[src/rtl/sub_pkg.sv]
// Shared types and the borrow dot-cell operator for the pipelined subtractor.
// Saturating build is selected with SUB_SATURATE_EN (see sub_pipe).
package sub_pkg;

    localparam int unsigned SUB_W_DEFAULT = 6;

    typedef struct packed {
        logic g;
        logic p;
    } gp_t;

    function automatic gp_t dot(input gp_t hi, input gp_t lo);
        gp_t r;
        r.g = hi.g | (hi.p & lo.g);
        r.p = hi.p & lo.p;
        return r;
    endfunction

endpackage

[src/rtl/sub_pipe_borrow_prefix.sv]
// Combinational Ladner-Fischer borrow network: b[i] = G[i:0] over ceil(log2(W)) dot-cell levels.
// Each level merges a node with the top node of the lower half of its aligned block.
module borrow_prefix
    import sub_pkg::*;
#(
    parameter int unsigned W = SUB_W_DEFAULT
) (
    input  logic [W-1:0] g,
    input  logic [W-1:0] p,
    output logic [W-1:0] b
);

    localparam int unsigned LEVELS = (W > 1) ? $clog2(W) : 1;

    always_comb begin : prefix
        gp_t cur [W];
        gp_t nxt [W];
        for (int unsigned i = 0; i < W; i++) begin
            cur[i].g = g[i];
            cur[i].p = p[i];
        end
        for (int unsigned l = 0; l < LEVELS; l++) begin
            nxt = cur;
            for (int unsigned i = 0; i < W; i++) begin
                // bit l set: combine with the last node of the lower 2^l half of the block
                if (((i >> l) & 1) == 1)
                    nxt[i] = dot(cur[i], cur[((i >> l) << l) - 1]);
            end
            cur = nxt;
        end
        for (int unsigned i = 0; i < W; i++)
            b[i] = cur[i].g;
    end

endmodule

[src/rtl/sub_pipe.sv]
// Two-stage valid/ready pipelined unsigned subtractor d = x - y, bo = (x < y).
// Define SUB_SATURATE_EN to clamp d to zero whenever a borrow-out occurs.
module sub_pipe
    import sub_pkg::*;
#(
    parameter int unsigned W = SUB_W_DEFAULT
) (
    input  logic         clk,
    input  logic         rst_n,
    input  logic         in_valid,
    output logic         in_ready,
    input  logic [W-1:0] x,
    input  logic [W-1:0] y,
    output logic         out_valid,
    input  logic         out_ready,
    output logic [W-1:0] d,
    output logic         bo
);

    logic         s1_valid;
    logic [W-1:0] s1_g;
    logic [W-1:0] s1_p;
    logic [W-1:0] s1_h;
    logic         s2_adv;
    logic         in_fire;
    logic [W-1:0] b;
    logic [W-1:0] d_raw;
    logic [W-1:0] d_nxt;

    assign s2_adv   = s1_valid & (~out_valid | out_ready);
    assign in_ready = ~s1_valid | s2_adv;
    assign in_fire  = in_valid & in_ready;

    borrow_prefix #(.W(W)) u_borrow_prefix (
        .g (s1_g),
        .p (s1_p),
        .b (b)
    );

    always_comb begin
        d_raw = s1_h ^ {b[W-2:0], 1'b0};
`ifdef SUB_SATURATE_EN
        d_nxt = b[W-1] ? '0 : d_raw;
`else
        d_nxt = d_raw;
`endif
    end

    always_ff @(posedge clk) begin
        if (!rst_n) begin
            s1_valid  <= 1'b0;
            s1_g      <= '0;
            s1_p      <= '0;
            s1_h      <= '0;
            out_valid <= 1'b0;
            d         <= '0;
            bo        <= 1'b0;
        end else begin
            if (in_fire) begin
                s1_g <= ~x & y;
                s1_p <= ~(x ^ y);
                s1_h <= x ^ y;
            end

            if (in_fire)
                s1_valid <= 1'b1;
            else if (s2_adv)
                s1_valid <= 1'b0;

            // output register only changes on an advance, so a stall holds d/bo
            if (s2_adv) begin
                out_valid <= 1'b1;
                d         <= d_nxt;
                bo        <= b[W-1];
            end else if (out_ready) begin
                out_valid <= 1'b0;
            end
        end
    end

endmodule

[config.mk]
export PLATFORM = sky130hd
export DESIGN_NAME = sub_pipe
export DESIGN_NICKNAME = d
export VERILOG_FILES = /design/src/rtl/sub_pkg.sv /design/src/rtl/sub_pipe_borrow_prefix.sv /design/src/rtl/sub_pipe.sv
export SDC_FILE = /design/constraint.sdc
export NUM_CORES = 1
export LEC_CHECK = 0
export CORE_MARGIN = 4
export CORE_UTILIZATION = 45
export DETAILED_ROUTE_END_ITERATION = 16
export PLACE_DENSITY = 0.79
export SETUP_SLACK_MARGIN = 0.15
export SYNTH_ARGS = -nofsm -noshare
export SYNTH_HDL_FRONTEND = slang
export SYNTH_SLANG_ARGS = --single-unit
[constraint.sdc]
create_clock -name clk -period 1.2 [get_ports clk]
set_input_delay 0.18 -clock clk [delete_from_list [all_inputs] [get_ports clk]]
set_output_delay 0.18 -clock clk [all_outputs]
set_load 0.02 [all_outputs]
; ---- Word-level counts from Yosys, hierarchy flattened
; Cells that the tools add are included.
[totals]
ff_bits = 27
inputBits = 16
output_inout_bits = 9
wordCells = 40
[op_classes]
mux = 4
bitwise_logic = 27
n_reduce_logical = 2
[op_table]
columns = cell, n
row1 = inverter 6 bit, 2
row2 = XOR 6 bit, 2
row3 = AND 1 bit, 11
row4 = OR 1 bit, 9
row5 = AND 6 bit, 1
row6 = two-way mux 1 bit, 4
row7 = nonzero test 2 bit, 2
row8 = inverter 1 bit, 2

; ---- Logic depth before layout (Yosys ltp)
; Gate-level depths: netlist of run 1.
[depth]
ltp_word = 7
ltp_mapped = 6
ltp_nobuf = 4

; ---- Modules after synthesis
; A second synthesis of run 1 with hierarchy kept.
[unflattened]
hier_cells = 144
area_unflattened_um2 = 1333.8
[modules_own_cells]
columns = module, instances, cells_each, area_each_um2
row1 = sub_pipe, 1, 131, 1238.7
row2 = borrow_prefix, 1, 13, 95.1

; ---- Worst setup path after synthesis of run 1
; No wires, ideal clock.
[synth_path]
path_kind = register to register
startpoint = register out_valid
endpoint = register s1_h[0]
setup_ns = 0.116
t_arrival_ns = 1.295
path_slack_ns = -0.211
path_stages_with_launch = 6
n_path_buf = 2
synth_period_minus_slack_ns = 1.411
path_cell_list = dfxtp_1 -> nand3b_2 -> and2_4 -> buf_6 -> buf_8 -> o211a_1
[synth_via]
elab_chain_cells = 5
[synth_lines]
columns = item, line_no
row1 = "start, declared", sub_pipe.sv:14  ; output logic out_valid,
row2 = "start signal, assigned", sub_pipe.sv:55  ; out_valid <= 1'b0;
row3 = "start signal, assigned", sub_pipe.sv:72  ; out_valid <= 1'b1;
row4 = "start signal, assigned", sub_pipe.sv:76  ; out_valid <= 1'b0;
row5 = inverter 1 bit, sub_pipe.sv:30  ; assign s2_adv = s1_valid & (~out_valid | out_ready);
row6 = OR 1 bit, sub_pipe.sv:30
row7 = AND 1 bit, sub_pipe.sv:30
row8 = OR 1 bit, sub_pipe.sv:31  ; assign in_ready = ~s1_valid | s2_adv;
row9 = named net in_ready, sub_pipe.sv:11  ; output logic in_ready,
row10 = AND 1 bit, sub_pipe.sv:32  ; assign in_fire = in_valid & in_ready;
row11 = "end signal, assigned", sub_pipe.sv:62  ; s1_h <= x ^ y;
row12 = "end, declared", sub_pipe.sv:23  ; logic [W-1:0] s1_h;
; The timed path passes the listed nets, and every way through them passes these cells.
; A chain may end at the register's enable or synchronous reset.

; ---- Worst setup path in the final report of run 1
[layout_path]
startpoint = input out_ready
endpoint = register s1_p[5]
[layout_via]
elab_chain_cells = 4
[layout_lines]
columns = item, line_no
row1 = "start, declared", sub_pipe.sv:15  ; input logic out_ready,
row2 = OR 1 bit, sub_pipe.sv:30
row3 = AND 1 bit, sub_pipe.sv:30
row4 = OR 1 bit, sub_pipe.sv:31
row5 = AND 1 bit, sub_pipe.sv:32
row6 = "end signal, assigned", sub_pipe.sv:61  ; s1_p <= ~(x ^ y);
row7 = "end, declared", sub_pipe.sv:22  ; logic [W-1:0] s1_p;
; Every way passes these cells.

==> results.py, run 1 <==
metrics = {
    "outcome": {
        "status": "finished clean",
    },
    "grt": {
        "grt_overflow": 0,
        "grt_max_degree": 20,
        "grt_pass1_wl_mm": 4.67,
        "grt_pass1_vias": 1108,
        "grt_usage_pct": 16.9,
        "antenna_found_initial": 0,
    },
    "setup_path": {
        "worstSetupEndpointType": "flip-flop",
        "cp.required_ns": 1.47,
        "r2r-end": "d[5]$_SDFFE_PN0P_",
        "arrival_ns": 1.43,
        "rrSetupSlack_ns": 0.04,
        "worst-setup-path-type": "input port to flip-flop",
        "startpoint_type": "input port",
        "rr_worst_depth": 5,
        "crit_path_max_fanout": 18,
        "worstReg2RegStart": "s1_g[0]$_SDFFE_PN0P_",
    },
    "run": {
        "max_cap_viol_count": 0,
    },
    "power_and_ir_drop": {
        "power_mw": 1.74,
        "power_density_nw_per_um2": 1010,
        "irDropWorstVdd_v": 0.000959,
        "leakage_nw": 0.746,
    },
    "routing": {
        "drc": 0,
        "vias": 1123,
        "drt_iter0_drc": 16,
        "drt_first_pass_iters": 4,
        "wl_per_cell_um": 14.1,
        "via_per_inst": 5.37,
        "ant_nets": 0,
        "wl_mm": 2.94,
    },
    "timing": {
        "setup_tns_ns": 0,
        "hold_viol_final": 0,
        "timing.slew.headroom_pct": 78.2,
        "worst_pin_slew_ns": 0.325,
        "fin_crit_sh_pct": 97.1,
        "finClkSkew_ns": 0.00395,
        "whs_ns": 0.473,
        "slew_violations": 0,
        "min_period_ns": 1.16,
        "rsz0062_at_grt": "true",
        "setup_viol": 0,
        "max_freq_mhz": 858,
    },
    "die": {
        "num_rows": 18,
        "die_w_um": 59.9,
        "die_area_um2": 3580,
        "core-area_um2": 2520,
        "initial_core_util_pct": 48.0,
        "io-pin-count": 25,
        "die_h_um": 59.9,
    },
    "cells_and_area": {
        "diodes": 0,
        "fill_cells": 216,
        "syn_to_final_growth_pct": 43.1,
        "stdcell_area_um2": 1730,
        "utilization_pct": 68.7,
        "drive_above_1_share_pct": 35.8,
        "nNetsFinal": 202,
    },
    "worst_hold_path": {
        "min_from": "d[0]$_SDFFE_PN0P_",
        "hold_end": "d[0]$_SDFFE_PN0P_",
        "holdCritPathClass": "flip-flop to flip-flop",
        "min_path_cells": 2,
    },
    "synth": {
        "synth_warnings": 0,
        "seq_area_frac_synth_pct": 43.0,
        "syn_area_um2": 1210,
        "synthesis.instances": 141,
        "synth.avg_cell_area_um2": 8.58,
        "ys_ff_latch": 26,
        "synth_nets": 163,
        "synth_cell_type_count": 29,
    },
    "clocking": {
        "clock-sinks": 26,
        "clock_path_buffers": 2,
        "cts_buffers": 3,
        "htreeDepth": 1,
        "clkSlewWorstSetupHoldPaths_ns": 0.13,
        "clk-insertion-delay-late_ns": 0.32,
        "tritoncts": "built",
        "hold_buffers": 0,
        "ctsRootBufferMaster": "clkbuf_4",
    },
    "placement": {
        "numPortBuffers": 24,
        "place_congestion": 0.800,
        "place_area_um2": 1550,
        "dp_hpwl_mm": 1.95,
    },
}
-- cell usage after synthesis, drive strengths merged --
| library cell | n | area share [%] |
|---|---|---|
| nand2 | 34 | 11 |
| o211ai | 1 | 0.62 |
| a41oi | 1 | 0.72 |
| nor2 | 2 | 0.62 |
| dfxtp | 26 | 43 |
| nand2b | 1 | 0.52 |
| buf | 4 | 3.2 |
| nand4 | 2 | 1.0 |
| o311ai | 1 | 0.72 |
| and2 | 4 | 2.3 |
| clkbuf | 3 | 0.93 |
| xnor2 | 3 | 2.2 |
| inv | 9 | 2.8 |
| o21a | 1 | 0.62 |
| a21oi | 7 | 2.9 |
| o21ai | 6 | 2.5 |
| nand3b | 3 | 2.2 |
| or3 | 1 | 0.52 |
| o211a | 2 | 1.7 |
| nand4b | 2 | 1.4 |
| mux2i | 1 | 0.83 |
| a21boi | 16 | 9.9 |
| nand3 | 5 | 2.1 |
| ha | 6 | 6.2 |
-- flip-flops by register name, indices dropped and copies added, names as in the netlist --
| name | cells |
|---|---|
| bo | 1 |
| s1_p | 5 |
| s1_valid | 1 |
| d | 6 |
| out_valid | 1 |
| s1_g | 6 |
| s1_h | 6 |
-- metal layers --
| layer | routed length, um | global-route usage (%) | vias to the layer above | part of all wire [%] |
|---|---|---|---|---|
| met1 | 1210 | 18.3 | 554 | 41 |
| li1 | - | - | 552 | - |
| met4 | 0 | 2.85 | 0 | 0 |
| met2 | 1600 | 33.2 | 17 | 54 |
| met5 | 0 | 0 | - | 0 |
| met3 | 127 | 3.89 | 0 | 4.3 |
-- worst max-delay path by stage --
stage / startpoint / endpoint / slack, ns / cells past startpoint
detailed placement: out_ready / in_ready / -0.37 / 3
floorplan: out_valid$_SDFFE_PN0P_ / d[4]$_SDFFE_PN0P_ / -0.03 / 5
CTS: out_valid$_SDFFE_PN0P_ / in_ready / 0.05 / 2
global placement: out_ready / in_ready / -0.40 / 3
finish: out_ready / s1_p[5]$_SDFFE_PN0P_ / 0.04 / 6
global route: s1_p[3]$_SDFFE_PN0P_ / d[5]$_SDFFE_PN0P_ / -0.04 / 5
-- where the power goes --
| part | leakage (nW) | internal, mW | switching, mW |
|---|---|---|---|
| registers | 0.220 | 0.912 | 0.0453 |
| logic | 0.506 | 0.188 | 0.158 |
| clock network | 0.0210 | 0.186 | 0.254 |
-- per-stage QoR --
| step | cells | worst slack, ns |
|---|---|---|
| 6_report | 209 | 0.0350 |
| 5_1_grt | 209 | -0.0374 |
| 4_1_cts | 207 | 0.0532 |
| 3_5_place_dp | 199 | -0.375 |
| 3_3_place_gp | 199 | -0.395 |
| 2_1_floorplan | 141 | -0.0254 |
-- kinds of logic (layout without fill, tap and decap cells) --
| kind of cell | after synthesis | in the layout | share of synthesized area [%] |
|---|---|---|---|
| and+or+nand+nor | 54 | 54 | 21.2 |
| AOI/OAI and AO/OA | 35 | 35 | 19.6 |
| DFF | 26 | 26 | 43.0 |
| buffers and inverters | 16 | 54 | 6.93 |
| adders and majority gates | 6 | 6 | 6.20 |
| xor gates and xnor gates | 3 | 3 | 2.17 |
| muxes | 1 | 1 | 0.827 |
-- cell usage in the layout, fill, tap and decap left out, types with 7 or more instances in the layout --
| master | count |
|---|---|
| clkdlybuf4s50_1 | 15 |
| inv_1 | 9 |
| buf_4 | 20 |
| nand2_2 | 7 |
| dfxtp_4 | 7 |
| dfxtp_1 | 15 |
| nand2_1 | 25 |
-- worst max-delay path, stage by stage --
cell	delay, ns
clkdlybuf4s50_1	0.49
nand3b_4	0.17
and2_4	0.31
buf_6	0.14
nand2_2	0.03
a21boi_1	0.10
-- repair_timing --
action	CTS	global route
setup endpoints to repair	26	33
resized for setup	56	41
setup buffers	4	2
pin swaps	6	15
-- final cells by class --
| type | count | area, um2 | share of cell area, % |
|---|---|---|---|
| multi-input cells | 99 | 711 | 41.0 |
| flip-flops and latches | 26 | 552 | 31.9 |
| repair buffers | 41 | 362 | 20.9 |
| well taps | 30 | 37.5 | 2.17 |
| clock buffers | 4 | 36.3 | 2.10 |
| inverters | 9 | 33.8 | 1.95 |
Power figures use the tool's default switching activity.
==> inputs of run 2 (changes only) <==
- CELL_PAD_IN_SITES_DETAIL_PLACEMENT: default -> 0
- CELL_PAD_IN_SITES_GLOBAL_PLACEMENT: default -> 1
- CORE_UTILIZATION: 45 -> 33
- PLACE_DENSITY: 0.79 -> 0.78
==> results.py, run 2 (synthesized netlist as in run 1, its figures left out) <==
metrics = {
    "cells_and_area": {
        "fill_cells": 304,
        "layout_common_cells": "24 x nand2_1, 18 x dfxtp_1, 12 x clkdlybuf4s50_1",
        "reg.largest.list": "d (6), s1_g (6), s1_h (6)",
        "stdcell_area_um2": 1820,
        "syn_to_final_growth_pct": 50.3,
        "final_cells": 228,
        "mostFrequentLayoutCell": "nand2_1",
        "drive_above_1_share_pct": 37.9,
        "nNetsFinal": 205,
        "diodes": 0,
    },
    "outcome": {
        "status": "finished clean",
    },
    "power_and_ir_drop": {
        "power_frac_seq_pct": 48.8,
        "clockPowerShare_pct": 32.7,
        "power_density_nw_per_um2": 1080,
        "power_mw": 1.97,
        "switching_share_pct": 25.1,
        "irDropWorstVdd_v": 0.000418,
        "internal-power_mw": 1.47,
        "p_comb_share_pct": 18.5,
        "leakage_nw": 0.807,
        "p_switching_mw": 0.493,
    },
    "timing": {
        "whs_ns": 0.462,
        "fin_crit_sh_pct": 92.7,
        "hold_viol_final": 0,
        "setup_viol": 0,
        "min_period_ns": 1.11,
        "worst_pin_slew_ns": 0.397,
        "slew_violations": 0,
        "setup_tns_ns": 0,
        "max_freq_mhz": 899,
        "finClkSkew_ns": 0.00618,
        "timing.slew.headroom_pct": 73.5,
        "rsz0062_at_grt": "true",
    },
    "worst_hold_path": {
        "min_path_cells": 2,
        "hold_end": "d[0]$_SDFFE_PN0P_",
        "min_from": "d[0]$_SDFFE_PN0P_",
        "holdCritPathClass": "flip-flop to flip-flop",
    },
    "setup_path": {
        "arrival_ns": 1.33,
        "rr_worst_depth": 4,
        "worst-setup-path-type": "flip-flop to flip-flop",
        "startpoint_type": "flip-flop",
        "cp.required_ns": 1.42,
        "worstSetupEndpointType": "flip-flop",
        "rrSetupSlack_ns": 0.09,
        "r2r-end": "d[5]$_SDFFE_PN0P_",
        "worstReg2RegStart": "s1_p[1]$_SDFFE_PN0P_",
        "crit_path_max_fanout": 3,
    },
    "grt": {
        "grt_max_degree": 19,
        "grt_pass1_vias": 1133,
        "grt_pass1_wl_mm": 4.87,
        "antenna_found_initial": 0,
        "grt_overflow": 0,
        "grt_usage_pct": 14.0,
    },
    "routing": {
        "dr.max_layer_used": "met4",
        "ant_nets": 0,
        "drt_first_pass_iters": 4,
        "drt_iter0_drc": 52,
        "wl_met3_um": 181,
        "drc": 0,
        "met1_length_mm": 1.29,
        "route.met2.wl_mm": 1.43,
        "vias": 1133,
        "via_per_inst": 4.97,
        "wl_per_cell_um": 13.1,
        "wl_mm": 2.98,
    },
    "die": {
        "die_w_um": 68.6,
        "die_area_um2": 4700,
        "die_h_um": 68.6,
        "num_rows": 21,
        "core-area_um2": 3440,
        "io-pin-count": 25,
        "initial_core_util_pct": 35.2,
    },
    "placement": {
        "numPortBuffers": 24,
        "place_congestion": 0.775,
        "place_area_um2": 1590,
        "dp_cells": 218,
        "dp_hpwl_mm": 1.93,
    },
    "clocking": {
        "cts_buffers": 3,
        "tritoncts": "built",
        "hold_buffers": 0,
        "htreeDepth": 1,
        "clkSlewWorstSetupHoldPaths_ns": 0.09,
        "clock-sinks": 26,
        "ctsRootBufferMaster": "clkbuf_8",
        "clk-insertion-delay-late_ns": 0.27,
        "clock_path_buffers": 2,
    },
    "run": {
        "max_cap_viol_count": 0,
    },
}
-- run 2: cell types whose count changed in the layout (fill, tap and decap cells not counted), moves of 4 or more --
cell | previous run | this run
buf_4 | 20 | 10
buf_2 | 1 | 8
a21boi_1 | 6 | 11
dfxtp_4 | 7 | 2
and2_4 | 2 | 6
o21ai_2 | 0 | 4
-- run 2: metal layers --
layer  vias up  global-route usage, %
met2        32                   22.9
li1        561                      -
met3        11                   3.08
met4         0                   7.69
met1       529                   16.9
met5         -                      0
-- run 2: what timing repair did --
item / CTS / global route
cloned: 3 / 0
resized for setup: 71 / 30
pin swaps: 13 / 14
buffers inserted: 1 / 2
endpoints found under the setup margin: 33 / 26
-- run 2: power groups by stage --
stage	registers [mW]	logic, mW	clock network, mW
after floorplan	0.982	0.154	0
after CTS	0.955	0.329	0.659
after detailed placement	0.973	0.304	0
after global placement	0.970	0.298	0
final	0.960	0.364	0.643
after global routing	0.968	0.398	0.707
-- run 2: cell type report --
class                           instances  area (um2)  share of cell area [%]
Timing Repair Buffer                   41         355                    19.5
Inverter                                9        33.8                    1.86
Sequential cell                        26         536                    29.5
Multi-Input combinational cell        102         769                    42.3
Tap cell                               46        57.6                    3.17
Clock buffer                            4        66.3                    3.65
-- run 2: worst max-delay path by stage --
stage | to | startpoint
2_1_floorplan | d[4]$_SDFFE_PN0P_ | out_valid$_SDFFE_PN0P_
3_3_place_gp | in_ready | out_ready
3_5_place_dp | in_ready | out_ready
4_1_cts | d[5]$_SDFFE_PN0P_ | s1_p[1]$_SDFFE_PN0P_
5_1_grt | d[5]$_SDFFE_PN0P_ | s1_p[1]$_SDFFE_PN0P_
6_report | d[5]$_SDFFE_PN0P_ | s1_p[1]$_SDFFE_PN0P_
-- run 2: critical path: stages, from the launching register on --
cell and delay (ns):
dfxtp_2 0.34, a21oi_2 0.14, o211ai_1 0.17, or3_1 0.33
nand4_1 0.07
-- run 2: stage by stage --
| stage | setup WS, ns | utilization, % |
|---|---|---|
| global route | 0.0217 | 52.8 |
| floorplan | -0.0254 | - |
| CTS | 0.105 | 49.6 |
| finish | 0.0877 | 52.8 |
| detailed placement | -0.367 | 46.1 |
| global placement | -0.352 | 46.1 |
